[config.mk]
export PLATFORM = sky130hd
export DESIGN_NAME = fan_duty_ctrl_flat
export DESIGN_NICKNAME = d
export VERILOG_FILES = /design/src/rtl/fan_duty_ctrl_pkg.sv /design/src/rtl/fan_duty_ctrl_if.sv /design/src/rtl/fan_duty_ctrl_tick_gen.sv /design/src/rtl/fan_duty_ctrl.sv /design/src/flat_wrapper.sv
export SDC_FILE = /design/constraint.sdc
export NUM_CORES = 1
export LEC_CHECK = 0
export BUFFER_PORTS_ARGS = -buffer_cell sky130_fd_sc_hd__buf_2
export CAP_MARGIN = 20
export CORE_AREA = 2 2 114 144
export DETAILED_ROUTE_END_ITERATION = 6
export DIE_AREA = 0 0 116 146
export GPL_TIMING_DRIVEN = 1
export PLACE_DENSITY = 0.69
export SLEW_MARGIN = 20
export SYNTH_ARGS = -nofsm -noshare
export SYNTH_HDL_FRONTEND = slang
export SYNTH_HIERARCHICAL = 1
export SYNTH_SLANG_ARGS = --single-unit
[constraint.sdc]
create_clock -name clk_in -period 3.1 [get_ports clk_in]
set_input_delay 0.465 -clock clk_in [delete_from_list [all_inputs] [get_ports clk_in]]
set_output_delay 0.465 -clock clk_in [all_outputs]
set_load 0.02 [all_outputs]
[src/rtl/fan_duty_ctrl_pkg.sv]
// Shared definitions for the fan duty controller and the PWM stage it feeds.
// Holds state encodings, duty width/full-scale and the slew helper.
package fan_ctrl_pkg;

    localparam int              DUTY_W    = 12;
    localparam logic [DUTY_W-1:0] DUTY_FULL = 12'hFFF;

    typedef enum logic [1:0] {
        ST_OFF   = 2'd0,
        ST_KICK  = 2'd1,
        ST_RUN   = 2'd2,
        ST_FORCE = 2'd3
    } fan_state_e;

    // One slew step toward tgt; one extra bit so neither 0 nor FFF can wrap.
    function automatic logic [DUTY_W-1:0] slew_toward(input logic [DUTY_W-1:0] cur,
                                                      input logic [DUTY_W-1:0] tgt,
                                                      input logic [DUTY_W-1:0] step);
        logic [DUTY_W:0] c, t, s;
        c = {1'b0, cur};
        t = {1'b0, tgt};
        s = {1'b0, step};
        if (c > t)
            return ((c - t) > s) ? DUTY_W'(c - s) : tgt;
        else
            return ((t - c) > s) ? DUTY_W'(c + s) : tgt;
    endfunction

endpackage

[src/rtl/fan_duty_ctrl_if.sv]
// Sample/override inputs and duty/status outputs of the fan duty controller.
interface fan_duty_ctrl_if;
    logic [11:0]               temp_in;
    logic                      temp_valid_in;
    logic                      force_full_in;
    logic [11:0]               duty_out;
    fan_ctrl_pkg::fan_state_e  state_out;
    logic                      at_target_out;

    modport master (
        output temp_in, temp_valid_in, force_full_in,
        input  duty_out, state_out, at_target_out
    );

    modport slave (
        input  temp_in, temp_valid_in, force_full_in,
        output duty_out, state_out, at_target_out
    );
endinterface

[src/rtl/fan_duty_ctrl_tick_gen.sv]
// Free-running prescaler; tick_o is high for one cycle at the terminal count.
module tick_gen #(
    parameter logic [15:0] TICK_DIV = 16'd50000
) (
    input  logic clk_in,
    input  logic rst_n_in,
    output logic tick_o
);
    logic [15:0] cnt_q;

    assign tick_o = (cnt_q == TICK_DIV - 16'd1);

    always_ff @(posedge clk_in or negedge rst_n_in) begin
        if (!rst_n_in) cnt_q <= '0;
        else           cnt_q <= tick_o ? 16'd0 : cnt_q + 16'd1;
    end
endmodule

[src/rtl/fan_duty_ctrl.sv]
// Temperature-to-duty fan controller: hysteretic linear map, slew-limited
// output, start-up kick and fail-safe full duty on stale sensor or override.
module fan_duty_ctrl
    import fan_ctrl_pkg::*;
#(
    parameter logic [11:0] T_LOW         = 12'd2400,
    parameter int          SPAN_LOG2     = 8,
    parameter logic [11:0] HYST          = 12'd32,
    parameter logic [11:0] DUTY_MIN      = 12'd1024,
    parameter logic [11:0] STEP          = 12'd16,
    parameter logic [15:0] TICK_DIV      = 16'd50000,
    parameter logic [7:0]  KICK_TICKS    = 8'd100,
    parameter logic [15:0] TIMEOUT_TICKS = 16'd1000
) (
    input  logic           clk_in,
    input  logic           rst_n_in,
    fan_duty_ctrl_if.slave bus
);
    localparam logic [12:0] T_HIGH    = 13'(T_LOW) + 13'(1 << SPAN_LOG2);
    localparam logic [11:0] T_OFF     = (HYST > T_LOW) ? 12'd0 : T_LOW - HYST;
    localparam logic [11:0] DUTY_SPAN = DUTY_FULL - DUTY_MIN;

    logic              tick;
    logic              stale;
    logic [11:0]       target_q, target_d;
    logic              fan_on_q, fan_on_d;
    logic [15:0]       tmo_q;
    logic [7:0]        kick_q;
    logic [11:0]       duty_q;
    fan_state_e        state_q;
    logic [11:0]       ramp_off;
    logic [23:0]       ramp_prod;

    tick_gen #(.TICK_DIV(TICK_DIV)) u_tick (
        .clk_in   (clk_in),
        .rst_n_in (rst_n_in),
        .tick_o   (tick)
    );

    // Ramp offset is below 2^SPAN_LOG2 whenever the ramp branch is taken.
    always_comb begin
        ramp_off  = bus.temp_in - T_LOW;
        ramp_prod = 24'(ramp_off) * 24'(DUTY_SPAN);
        target_d  = target_q;
        fan_on_d  = fan_on_q;
        if (bus.temp_valid_in) begin
            if ({1'b0, bus.temp_in} >= T_HIGH) begin
                target_d = DUTY_FULL;
                fan_on_d = 1'b1;
            end else if (bus.temp_in >= T_LOW) begin
                target_d = DUTY_MIN + 12'(ramp_prod >> SPAN_LOG2);
                fan_on_d = 1'b1;
            end else if (bus.temp_in >= T_OFF) begin
                target_d = fan_on_q ? DUTY_MIN : 12'd0;
            end else begin
                target_d = 12'd0;
                fan_on_d = 1'b0;
            end
        end
    end

    always_ff @(posedge clk_in or negedge rst_n_in) begin
        if (!rst_n_in) begin
            target_q <= DUTY_FULL;
            fan_on_q <= 1'b1;
        end else begin
            target_q <= target_d;
            fan_on_q <= fan_on_d;
        end
    end

    assign stale = (tmo_q >= TIMEOUT_TICKS);

    always_ff @(posedge clk_in or negedge rst_n_in) begin
        if (!rst_n_in)                             tmo_q <= '0;
        else if (bus.temp_valid_in)                tmo_q <= '0;
        else if (tick && (tmo_q < TIMEOUT_TICKS))  tmo_q <= tmo_q + 16'd1;
    end

    always_ff @(posedge clk_in or negedge rst_n_in) begin
        if (!rst_n_in) begin
            state_q <= ST_KICK;
            duty_q  <= DUTY_FULL;
            kick_q  <= '0;
        end else if (bus.force_full_in || stale) begin
            state_q <= ST_FORCE;
            duty_q  <= DUTY_FULL;
        end else begin
            unique case (state_q)
                ST_FORCE: begin
                    state_q <= fan_on_q ? ST_RUN : ST_OFF;
                    duty_q  <= fan_on_q ? DUTY_FULL : 12'd0;
                end
                ST_OFF: begin
                    if (fan_on_q) begin
                        state_q <= ST_KICK;
                        duty_q  <= DUTY_FULL;
                        kick_q  <= '0;
                    end else begin
                        duty_q  <= 12'd0;
                    end
                end
                ST_KICK: begin
                    if (!fan_on_q) begin
                        state_q <= ST_OFF;
                        duty_q  <= 12'd0;
                    end else begin
                        duty_q <= DUTY_FULL;
                        if (tick) begin
                            kick_q <= kick_q + 8'd1;
                            if (kick_q + 8'd1 == KICK_TICKS) state_q <= ST_RUN;
                        end
                    end
                end
                ST_RUN: begin
                    if (!fan_on_q) begin
                        state_q <= ST_OFF;
                        duty_q  <= 12'd0;
                    end else if (tick) begin
                        duty_q  <= slew_toward(duty_q, target_q, STEP);
                    end
                end
            endcase
        end
    end

    assign bus.duty_out      = duty_q;
    assign bus.state_out     = state_q;
    assign bus.at_target_out = (state_q == ST_RUN) && (duty_q == target_q);

endmodule
[src/flat_wrapper.sv]
// flat-port wrapper written by rule: the top's interface ports become plain ports
module fan_duty_ctrl_flat import fan_ctrl_pkg::*;
#(
    parameter logic [11:0] T_LOW         = 12'd2400,
    parameter int          SPAN_LOG2     = 8,
    parameter logic [11:0] HYST          = 12'd32,
    parameter logic [11:0] DUTY_MIN      = 12'd1024,
    parameter logic [11:0] STEP          = 12'd16,
    parameter logic [15:0] TICK_DIV      = 16'd50000,
    parameter logic [7:0]  KICK_TICKS    = 8'd100,
    parameter logic [15:0] TIMEOUT_TICKS = 16'd1000
)
  (clk_in, rst_n_in, bus_temp_in, bus_temp_valid_in, bus_force_full_in, bus_duty_out, bus_state_out, bus_at_target_out);
  fan_duty_ctrl_if bus_i ();
  input  logic clk_in;
  input  logic rst_n_in;
  input wire logic [$bits(bus_i.temp_in)-1:0] bus_temp_in;
  input wire logic [$bits(bus_i.temp_valid_in)-1:0] bus_temp_valid_in;
  input wire logic [$bits(bus_i.force_full_in)-1:0] bus_force_full_in;
  output wire logic [$bits(bus_i.duty_out)-1:0] bus_duty_out;
  output wire logic [$bits(bus_i.state_out)-1:0] bus_state_out;
  output wire logic [$bits(bus_i.at_target_out)-1:0] bus_at_target_out;
  assign bus_i.temp_in = bus_temp_in;
  assign bus_i.temp_valid_in = bus_temp_valid_in;
  assign bus_i.force_full_in = bus_force_full_in;
  assign bus_duty_out = bus_i.duty_out;
  assign bus_state_out = bus_i.state_out;
  assign bus_at_target_out = bus_i.at_target_out;
  fan_duty_ctrl #(.T_LOW(T_LOW), .SPAN_LOG2(SPAN_LOG2), .HYST(HYST), .DUTY_MIN(DUTY_MIN), .STEP(STEP), .TICK_DIV(TICK_DIV), .KICK_TICKS(KICK_TICKS), .TIMEOUT_TICKS(TIMEOUT_TICKS)) u_core (.clk_in(clk_in), .rst_n_in(rst_n_in), .bus(bus_i));
endmodule
==> key figures, run 1 <==
Outcome
  • Status: finished with violations
  • Violated checks: negative setup slack

Synth
  • Sequential cell area fraction in the yosys report: 22.2%
  • Synth Cell Area: 7690 um2
  • Post-Syn Area per Cell: 8.85 um2
  • FFs w/ async S/R, synth: 100%
  • Synth Register Bits: between 60 and 70
  • Primary FF master, synth: dfrtp_1
  • Syn nets: slightly above 1000
  • Post-synth EDFFs: 0
  • YS warnings: 6
  • Synth unique cells: 77
  • Mapped Cells: 869

CTS
  • Cts bufs inserted: 9
  • # hold bufs at CTS: 0
  • Root Driver: clkbuf_16
  • Clk buf depth: 2
  • Skew-Pair Late Insertion Delay: 0.33 ns
  • Clk sinks: 67
  • Reg clk slew, reported paths: 0.05 ns
  • TritonCTS clock tree: yes
  • H-tree levels: 3

Global route
  • Largest net degree at the start of global routing: a little under 70
  • Number of global-route vias before repair: 6885
  • Gr ovfl total: 0
  • Tot GR Track Use: a little under a quarter
  • Initial antenna violation count: 0
  • First-pass GRT wire length: 31900 um

Timing
  • Worst Tran Pin Value: 0.851 ns
  • Minimum clock period: 5.05 ns
  • Relative slew slack: 43.3%
  • Final hold violation count: 0
  • Tcrit/Tclk final: 163%
  • Setup violators final: 24
  • Peak Freq: 198 MHz
  • Final WS setup: -1.95 ns
  • Clock skew: approximately 0.008 ns
  • RSZ-0062 raised after global routing: true
  • Fin. max-slew vios: 0
  • Worst hold margin: 0.344 ns

Layout
  • Diodes inserted: 0
  • Share of cells above drive strength 1: 36.2%
  • Commonest non-fill, non-tap cell in the layout: buf_4
  • FILL cells: roughly 1200
  • Syn-to-layout area delta: 38.1%
  • Final nets: 1228
  • Fin cells: approximately 1300
  • Most frequent cells in the layout: buf_4, inv_1, ha_1

Setup path
  • Buf/Inv on CP: 5
  • Startpoint Class: input pin
  • CP Capture Type: flop
  • Cell Chain, Critical Path: buf_12 > ha_4 > o21ai_4 > xor2_4 > xor2_2 > ha_1 > inv_2 > fa_1 > inv_1 > fa_1 > inv_2 > fa_1 > inv_2 > ha_4 > nand2_4 > nor2_4 > o2bb2ai_4 > o41a_1 > and4_4 > a2111oi_4 > mux2i_1 > xnor2_1 > a21oi_1
  • Max FO, Critical Path: 4
  • Req. time, crit path: about 3.4 ns
  • Setup Crit Path Kind: in -> reg
  • Largest stage delay, worst path: 0.56 ns
  • Slowest cell on crit path: fa_1
  • Critical Path AT: 5.31 ns
  • Kind of cell adding the most delay to the critical path: adder cells

Placed design
  • Placed cells: 1251
  • Hpwl dp: 15100 um
  • Number of port buffers: 30
  • Final Wtd Congestion: just under 0.9

Drt
  • WL/cell: 15.2 um
  • Routed WL: 19500 um
  • # DRC: 0
  • Iter 0 DRT Violations: 318
  • Detailed Routing Iterations Pass 1: 5
  • Top sig layer: met4
  • Post-route ant nets: 0
  • Met2 routed WL: about 11000 um
  • Vias per Instance: 5.31
  • Via count: 6831
  • M1 wire length: 7860 um
  • Detail Route met3 WL: just over 500 um

Hold path
  • Tightest Hold Check Type: in -> async

Die
  • Die area: 16900 um2
  • Starting Density: about 50%
  • Core area: 15400 um2
  • Die width: 116 um
  • Num rows: 51
  • I/O pins: 31
  • Die Span Y: around 150 um

Flow run
  • Max Cap Viol: 0
-- kinds of logic (layout without fill, tap and decap cells) --
| group | count (synthesis) | after routing | share of synthesized area, % |
|---|---|---|---|
| simple gates | 235 | 235 | 15.8 |
| compound gates | 176 | 176 | 15.5 |
| buf+inv | 175 | 381 | 8.87 |
| fa+ha+maj | 141 | 141 | 28.7 |
| flops | 67 | 67 | 22.2 |
| xor+xnor | 61 | 61 | 6.95 |
| mux | 14 | 14 | 1.98 |
-- flip-flops by register name, indices dropped and copies added, names as in the netlist --
name,count
u_core/kick_q,8
u_core/bus.state_out,2
u_core/target_q,12
u_core/bus.duty_out,12
u_core/tmo_q,16
u_core/fan_on_q,1
u_core/u_tick/cnt_q,16
-- final timing paths --
kind / from / to / slack, ns / depth (start not counted)
setup / recovery: bus_temp_in[5] / u_core/target_q[11]$_DFFE_PN1P_ / -1.95 / 23
hold / removal: rst_n_in / u_core/tmo_q[11]$_DFFE_PN0P_ / 0.34 / 2
setup reg to reg: u_core/target_q[0]$_DFFE_PN1P_ / u_core/bus.duty_out[0]$_DFFE_PN1P_ / -0.23 / 12
hold reg to reg: u_core/kick_q[7]$_DFFE_PN0P_ / u_core/kick_q[7]$_DFFE_PN0P_ / 0.48 / 1
max in group asynchronous: rst_n_in / u_core/u_tick/cnt_q[8]$_DFF_PN0_ / 2.22 / 2
min in group clk_in: bus_force_full_in / u_core/bus.state_out[1]$_DFFE_PN0P_ / 0.39 / 3
-- stage by stage --
stage / setup WS (ns) / utilization, % / area, um2 / TNS [ns]
2_1_floorplan: -2.10 / - / 8190 / -18.42
3_3_place_gp: -2.32 / 63.0 / 9730 / -23.70
3_5_place_dp: -2.42 / 63.0 / 9730 / -24.66
4_1_cts: -1.92 / 67.3 / 10400 / -19.37
5_1_grt: -2.16 / 68.8 / 10600 / -22.84
6_report: -1.95 / 68.8 / 10600 / -19.18
-- layer usage --
metal	global-route usage, %	vias up
met2	42.3	159
met1	28.2	3287
li1	-	3336
met3	2.42	49
met4	8.69	0
met5	0	-
-- worst reg2reg max path: stages, from the launching register on --
cell and delay (ns):
dfstp_2 0.56, ha_4 0.14, inv_2 0.04, fa_2 0.34, a21o_1 0.21, a221oi_4 0.28, a211oi_2 0.12, mux2i_1 0.15
nand4_1 0.08, or4_4 0.44, mux2_4 0.33, o21a_4 0.26, mux2_4 0.31
-- final cells by class --
type                            instances  area (um2)  area share, %
Clock inverter                          6        88.8          0.837
Timing Repair Buffer                  220        1690           16.0
Sequential cell                        67        1710           16.1
Tap cell                              212         265           2.50
Multi-Input combinational cell        627        6080           57.2
Clock buffer                            9         225           2.12
Inverter                              146         557           5.24
-- cell usage after synthesis (21+ instances only) --
master   number  share of area (%)
a21oi_1      37                2.4
dfrtp_1      41                 13
dfstp_2      26                8.9
fa_1         59                 15
ha_1         82                 13
inv_1       145                7.1
nand2_1      44                2.1
nand3_1      21                1.4
nor2_1       62                3.0
o21ai_0      34                2.2
xnor2_1      30                3.4
xor2_1       31                3.5
-- timing repair --
item / 4_1_cts / 5_1_grt
pin swaps: 49 / 42
endpoints found under the setup margin: 24 / 25
gates resized for setup: 49 / 34
cloned: 1 / 0
setup buffers: 14 / 7
Power of run 1 is not shown: default switching activity piles up to over one toggle a cycle in this logic, so the estimate is an artifact.
==> run 2: changes to the inputs <==
Settings changed: CORE_AREA 2 2 114 144 to 2 2 115 145, DIE_AREA 0 0 116 146 to 0 0 117 147, SYNTH_HIERARCHICAL 1 to unset.
==> run 2 against run 1 <==
Net effect:
- the run still ends with negative setup slack left
- first-iteration DRC count rose by 19%
- maximum frequency fell by 2.0%
- worst hold slack worse by 0.30 ns
- synthesized cell count is 0.81% higher
- setup slack got worse by 0.11 ns
- synthesized area is 1.5% higher
- sequential share of layout area is 0.059 points lower
- cell area rose by 0.37%
- global-route usage decreased by 0.15 points
==> key figures, run 2 <==
Outcome
  • Status: finished with violations
  • Violated checks: negative setup slack

CTS
  • Cts bufs inserted: 9 (unchanged)
  • Root Driver: clkbuf_16
  • Clk buf depth: 2 (unchanged)
  • Reg clk slew, reported paths: 0.06 ns (about the same)
  • Skew-Pair Late Insertion Delay: 0.33 ns (about the same)
  • Clk sinks: 67 (unchanged)
  • H-tree levels: 3 (unchanged)
  • TritonCTS clock tree: yes

Timing
  • Clock skew: 0.0102 ns (+0.00195 ns)
  • Fin. max-slew vios: 0 (unchanged)
  • Tcrit/Tclk final: 166% (+3.4 points)
  • RSZ-0062 raised after global routing: true
  • Minimum clock period: 5.16 ns (+0.106 ns)
  • Relative slew slack: 67.1% (+24 points)
  • Setup violators final: 18 (-25%)
  • Final WS setup: -2.06 ns (-0.106 ns)
  • Peak Freq: 194 MHz (-2.0%)
  • Final hold violation count: 0 (unchanged)
  • Worst hold margin: 0.0458 ns (-0.298 ns)
  • Worst Tran Pin Value: 0.479 ns (-0.372 ns)

Layout
  • Fin cells: 1301 (+1.1%)
  • Most frequent cells in the layout: buf_4, inv_1, nor2_1
  • Final nets: 1237 (+0.73%)
  • Largest registers: u_core.tmo_q x16, u_core.u_tick.cnt_q x16
  • Post-route cell area: 10700 um2 (+0.37%)
  • Commonest non-fill, non-tap cell in the layout: buf_4
  • Syn-to-layout area delta: 36.4%
  • Share of cells above drive strength 1: 36.8% (+0.59 points)
  • Diodes inserted: 0 (unchanged)

Die
  • Die Span Y: 147 um (+0.68%)
  • Die width: 117 um (+0.86%)
  • Die area: 17200 um2 (+1.6%)
  • I/O pins: 31 (unchanged)
  • Starting Density: 49.0% (-0.81 points)
  • Num rows: 52 (+2.0%)
  • Core area: 15900 um2 (+3.2%)

Setup path
  • Setup Crit Path Kind: in -> reg
  • Reg-to-reg endpoint: u_core.bus.duty_out[8]$_DFFE_PN1P_
  • Max FO, Critical Path: 4 (unchanged)
  • Flop-to-flop setup slack: -0.18 ns (+0.05 ns)
  • Cell depth of the worst flop-to-flop path: 14 (+2)
  • CP Capture Type: flop
  • Critical Path AT: 5.41 ns (+0.10 ns)
  • Cell Chain, Critical Path: buf_12 > clkinvlp_4 > ha_4 > xnor2_4 > xnor2_2 > fa_1 > inv_1 > fa_1 > inv_1 > fa_1 > inv_1 > fa_1 > inv_2 > ha_4 > a21o_1 > a21oi_4 > o41ai_4 > a41o_1 > or4_4 > a31oi_4 > mux2i_1 > xnor2_1 > nor2_1 > o22ai_1
  • R2r startpoint: u_core.bus.duty_out[1]$_DFFE_PN1P_
  • Critical Path Most Common Cell: fa_1
  • Largest stage delay, worst path: 0.51 ns (-0.05 ns)
  • Slowest cell on crit path: fa_1
  • Req. time, crit path: 3.35 ns (about the same)
  • Startpoint Class: input pin

Placed design
  • Area of placed instances: 9590 um2 (-1.5%)
  • Number of port buffers: 30 (unchanged)
  • Placed cells: 1256 (+0.40%)
  • Final Wtd Congestion: 0.880 (-1.7%)
  • Hpwl dp: 15500 um (+3.1%)

Drt
  • Via count: 6869 (+0.56%)
  • WL/cell: 15.1 um (-0.32%)
  • Routed WL: 19700 um (+0.77%)
  • Detailed Routing Iterations Pass 1: 5 (unchanged)
  • Iter 0 DRT Violations: 379 (+19%)
  • Vias per Instance: 5.28 (-0.53%)
  • Post-route ant nets: 0 (unchanged)
  • # DRC: 0 (unchanged)

Global route
  • Gr ovfl total: 0 (unchanged)
  • Largest net degree at the start of global routing: 34 (-50%)
  • Initial antenna violation count: 0 (unchanged)
  • M2 GR Usage: 42.7% (+0.35 points)
  • Top Usage Layer GRT: met2
  • Number of global-route vias before repair: 6948 (+0.92%)
  • First-pass GRT wire length: 32300 um (+1.3%)
  • M1 GR Usage: 27.9% (-0.25 points)
  • Met3 usage: 2.43% (+0.018 points)
  • Tot GR Track Use: 23.2% (-0.15 points)

Hold path
  • Tightest Hold Check Type: in -> async

Synth
  • Synth Cell Area: 7810 um2 (+1.5%)
  • FFs w/ async S/R, synth: 100% (unchanged)
  • Post-synth EDFFs: 0 (unchanged)
  • Primary FF master, synth: dfrtp_1
  • Synth Register Bits: 67 (unchanged)
  • Top cells by instance count after synthesis: inv_1, ha_1, nor2_1, fa_1, nand2_1
  • Post-Syn Area per Cell: 8.92 um2 (+0.73%)
  • Synth unique cells: 82 (+6.5%)
  • Leading area contributor after synthesis: fa_1
  • Count leader, synth: inv_1
  • Sequential cell area fraction in the yosys report: 21.9% (-0.34 points)
  • Mapped Cells: 876 (+0.81%)
  • Synth area leaders: fa_1, dfrtp_1, ha_1
  • Syn nets: 1033 (+0.68%)
  • Area share of the largest cell type after synthesis: 15.1% (-0.23 points)
  • YS warnings: 0 (-6)

Flow run
  • Max Cap Viol: 0 (unchanged)
-- run 2: cell count changes in the layout (fill, tap and decap cells not counted), sizes merged, moves of 4 or more --
cell | previous run | this run
mux2 | 7 | 1
a21oi | 37 | 41
and4 | 7 | 1
or2 | 8 | 1
nor2b | 18 | 13
o221ai | 5 | 0
nor4 | 4 | 8
o22ai | 6 | 12
xnor2 | 30 | 39
nor2 | 62 | 66
o21ba | 0 | 5
a221oi | 3 | 7
o31ai | 8 | 4
-- run 2: area by class of cell --
class	count	area [um2]
multi-input cells	634	6140
fillers	1240	5280
flip-flops and latches	67	1710
repair buffers	220	1680
inverters	148	559
well taps	216	270
clock buffers	10	229
clock inverters	6	63.8
-- run 2: stage by stage --
stage               setup TNS, ns  worst slack, ns  utilization (%)
floorplan                  -20.01            -2.52                -
global placement           -24.47            -2.66             60.1
finish                     -19.60            -2.06             66.9
global route               -23.45            -2.31             66.9
CTS                        -19.00            -2.10             64.4
detailed placement         -25.94            -2.75             60.1
-- run 2: kinds of logic after synthesis --
logic type	after synthesis	synth area share (%)
simple gates	232	15.1
compound gates	185	16.7
buf+inv	175	9.34
fa+ha+maj	141	28.3
xor+xnor	67	7.51
flops	67	21.9
mux	9	1.17
-- run 2: critical path: cells and delay by family --
family | cells | cell delay [ns]
xor+xnor | 3 | 0.41
compound gates | 6 | 0.95
buf+inv | 6 | 0.38
simple gates | 2 | 0.49
fa+ha+maj | 6 | 2.46
mux | 1 | 0.23
-- run 2: routing by layer --
layer	part of all wire [%]	up-vias
met1	40	3334
met5	0	-
li1	-	3364
met3	2.5	37
met4	2.7	0
met2	55	134
-- run 2: timing repair --
| action | in CTS | in global routing |
|---|---|---|
| pin swaps | 60 | 36 |
| hold buffers | 0 | 0 |
| setup buffers | 13 | 18 |
| gates cloned | 0 | 0 |
| endpoints found under the setup margin | 23 | 24 |
| resized for setup | 67 | 50 |
| endpoints found under the hold margin | 0 | 0 |
-- run 2: how the worst max path moves through the flow --
stage                         from                         endpoint  slack [ns]  cells past startpoint
floorplan           bus_temp_in[6]  u_core.target_q[11]$_DFFE_PN1P_       -2.52                     21
global placement    bus_temp_in[5]  u_core.target_q[11]$_DFFE_PN1P_       -2.66                     24
detailed placement  bus_temp_in[5]  u_core.target_q[11]$_DFFE_PN1P_       -2.75                     24
CTS                 bus_temp_in[5]  u_core.target_q[11]$_DFFE_PN1P_       -2.10                     24
global route        bus_temp_in[5]  u_core.target_q[11]$_DFFE_PN1P_       -2.31                     24
finish              bus_temp_in[5]  u_core.target_q[11]$_DFFE_PN1P_       -2.06                     24
Power of run 2 is left out for the same reason.
==> run 3: changes to the inputs <==
--- a/config.mk
+++ b/config.mk
@@ -8,3 +8,3 @@
 export BUFFER_PORTS_ARGS = -buffer_cell sky130_fd_sc_hd__buf_2
-export CAP_MARGIN = 20
+export CAP_MARGIN = 40
 export CORE_AREA = 2 2 115 145
@@ -14,3 +14,3 @@
 export PLACE_DENSITY = 0.69
-export SLEW_MARGIN = 20
+export SLEW_MARGIN = 15
 export SYNTH_ARGS = -nofsm -noshare
==> constraint.sdc (replaced) <==
create_clock -name clk_in -period 3.1 [get_ports clk_in]
set_input_delay 0.31 -clock clk_in [delete_from_list [all_inputs] [get_ports clk_in]]
set_output_delay 0.31 -clock clk_in [all_outputs]
set_load 0.02 [all_outputs]
==> run 3 against run 2 <==
Net effect:
- the run still ends with negative setup slack left
- via count is 1.1% higher
- setup slack improved by 0.0095 ns
- die area did not move
- critical path depth is 1 lower
- clock skew up 0.0018 ns
- count of clock-buffer cells in the layout is the same
- worst hold slack gained 0.28 ns
- cell area grew 0.96%
==> key figures, run 3 (synthesis gave the netlist of run 2 again) <==
Flow run
  • Max Cap Viol: 0 (unchanged)

Global route
  • Largest net degree at the start of global routing: 37 (+8.8%)
  • Initial antenna violation count: 0 (unchanged)
  • Number of global-route vias before repair: 7073 (+1.8%)
  • Gr ovfl total: 0 (unchanged)
  • Tot GR Track Use: 23.5% (+0.24 points)
  • First-pass GRT wire length: 32400 um (+0.37%)

Placed design
  • Placed cells: 1261 (+0.40%)
  • Final Wtd Congestion: 0.876 (-0.45%)
  • Place WS: -2.58 ns (+0.166 ns)
  • Hpwl dp: 15500 um (-0.37%)
  • Number of port buffers: 30 (unchanged)

Hold path
  • Tightest Hold Check Type: in -> async

Drt
  • # DRC: 0 (unchanged)
  • Post-route ant nets: 0 (unchanged)
  • WL/cell: 15.4 um (+1.9%)
  • Routed WL: 20000 um (+1.9%)
  • Vias per Instance: 5.34 (+1.1%)
  • Iter 0 DRT Violations: 343 (-9.5%)
  • Detailed Routing Iterations Pass 1: 6 (+1)
  • Via count: 6945 (+1.1%)

Die
  • Die area: 17200 um2 (unchanged)
  • Core area: 15900 um2 (unchanged)
  • Starting Density: 49.0% (unchanged)
  • I/O pins: 31 (unchanged)
  • Num rows: 52 (unchanged)
  • Die Span Y: 147 um (unchanged)
  • Die width: 117 um (unchanged)

Setup path
  • CP Capture Type: flop
  • Buf/Inv on CP: 6 (unchanged)
  • Req. time, crit path: 3.34 ns (about the same)
  • Setup Crit Path Kind: in -> reg
  • Startpoint Class: input pin
  • Max FO, Critical Path: 4 (unchanged)
  • Critical Path AT: 5.39 ns (-0.02 ns)
  • Critical Path Most Common Cell: fa_1
  • Kind of cell adding the most delay to the critical path: adder cells
  • Cell Chain, Critical Path: buf_8 > buf_6 > a21oi_4 > o21bai_4 > xnor2_2 > buf_4 > fa_2 > fa_1 > fa_2 > fa_1 > inv_1 > fa_1 > inv_2 > ha_4 > nand3_2 > nand2_1 > a41o_1 > or4_4 > a31oi_4 > buf_6 > xor2_2 > a221oi_2 > a21oi_1
  • Slowest cell on crit path: fa_1
  • Largest stage delay, worst path: 0.52 ns (about the same)

Timing
  • Worst hold margin: 0.329 ns (+0.283 ns)
  • Final WS setup: -2.05 ns (+0.00955 ns)
  • Tcrit/Tclk final: 166% (-0.31 points)
  • Peak Freq: 194 MHz (+0.19%)
  • Clock skew: 0.0119 ns (+0.00175 ns)
  • Fin. max-slew vios: 0 (unchanged)
  • Worst Tran Pin Value: 0.479 ns (-0.000202 ns)
  • Relative slew slack: 67.8% (+0.68 points)
  • RSZ-0062 raised after global routing: true
  • Minimum clock period: 5.15 ns (-0.00955 ns)
  • Setup violators final: 16 (-2)
  • Final hold violation count: 0 (unchanged)

Layout
  • Fin cells: 1301 (unchanged)
  • Syn-to-layout area delta: 37.8%
  • Most frequent cells in the layout: buf_4, inv_1, nor2_1
  • Final core occ: 67.5% (+0.64 points)
  • Final nets: 1237 (unchanged)
  • Share of cells above drive strength 1: 37.8% (+1.0 points)
  • Diodes inserted: 0 (unchanged)
  • Commonest non-fill, non-tap cell in the layout: buf_4
  • Largest registers: u_core.tmo_q x16, u_core.u_tick.cnt_q x16

Outcome
  • Violated checks: negative setup slack
  • Status: finished with violations

CTS
  • H-tree levels: 3 (unchanged)
  • Clk buf depth: 2 (unchanged)
  • Cts bufs inserted: 9 (unchanged)
  • TritonCTS clock tree: yes
  • Skew-Pair Late Insertion Delay: 0.33 ns (about the same)
  • Reg clk slew, reported paths: 0.06 ns (about the same)
  • Root Driver: clkbuf_16
  • Clk sinks: 67 (unchanged)
==> run 3: cell type report <==
class	count	area, um2
Sequential cell	67	1710
Timing Repair Buffer	220	1680
Clock buffer	10	229
Fill cell	1214	5180
Multi-Input combinational cell	634	6200
Clock inverter	6	113
Tap cell	216	270
Inverter	148	562
==> run 3: path summary, 6_finish.rpt <==
check | startpoint | endpoint | slack, ns | depth (start not counted)
max | bus_temp_in[5] | u_core.target_q[10]$_DFFE_PN1P_ | -2.05 | 23
min | rst_n_in | u_core.u_tick.cnt_q[13]$_DFF_PN0_ | 0.33 | 2
max reg2reg | u_core.bus.duty_out[10]$_DFFE_PN1P_ | u_core.bus.duty_out[2]$_DFFE_PN1P_ | -0.06 | 15
min reg2reg | u_core.u_tick.cnt_q[0]$_DFF_PN0_ | u_core.u_tick.cnt_q[0]$_DFF_PN0_ | 0.46 | 1
max in group asynchronous | rst_n_in | u_core.bus.duty_out[2]$_DFFE_PN1P_ | 1.99 | 4
min in group clk_in | bus_force_full_in | u_core.bus.state_out[1]$_DFFE_PN0P_ | 0.35 | 3
==> run 3: routing by layer <==
layer  up-vias  wire [um]  global-route usage [%]
li1       3367          -                       -
met1      3370       8020                    27.3
met2       151      10800                    43.5
met3        57        517                    2.72
met4         0        724                    8.71
met5         -          0                       0
==> run 3: worst register-to-register path, delay by kind of cell (launching register included) <==
family,cells,cell delay [ns]
AO/OA/AOI/OAI,6,1.07
adder cells (fa/ha/maj),1,0.31
XOR/XNOR,1,0.16
AND/OR/NAND/NOR,3,0.43
buffers and inverters,4,0.58
flip-flops,1,0.52
==> run 3: metrics by stage <==
| stage | TNS, ns | cell area (um2) |
|---|---|---|
| floorplan | -18.15 | 8180 |
| global placement | -23.07 | 9620 |
| detailed placement | -24.08 | 9620 |
| CTS | -16.84 | 10300 |
| global route | -20.81 | 10800 |
| finish | -17.32 | 10800 |
==> run 3: timing repair <==
action                                  4_1_cts  5_1_grt
pin swaps                                    60       52
resized for setup                            56       77
endpoints found under the setup margin       23       24
buffers inserted                             10       14
hold buffers                                  0        1
endpoints found under the hold margin         0        4
Power of run 3 is left out for the same reason.
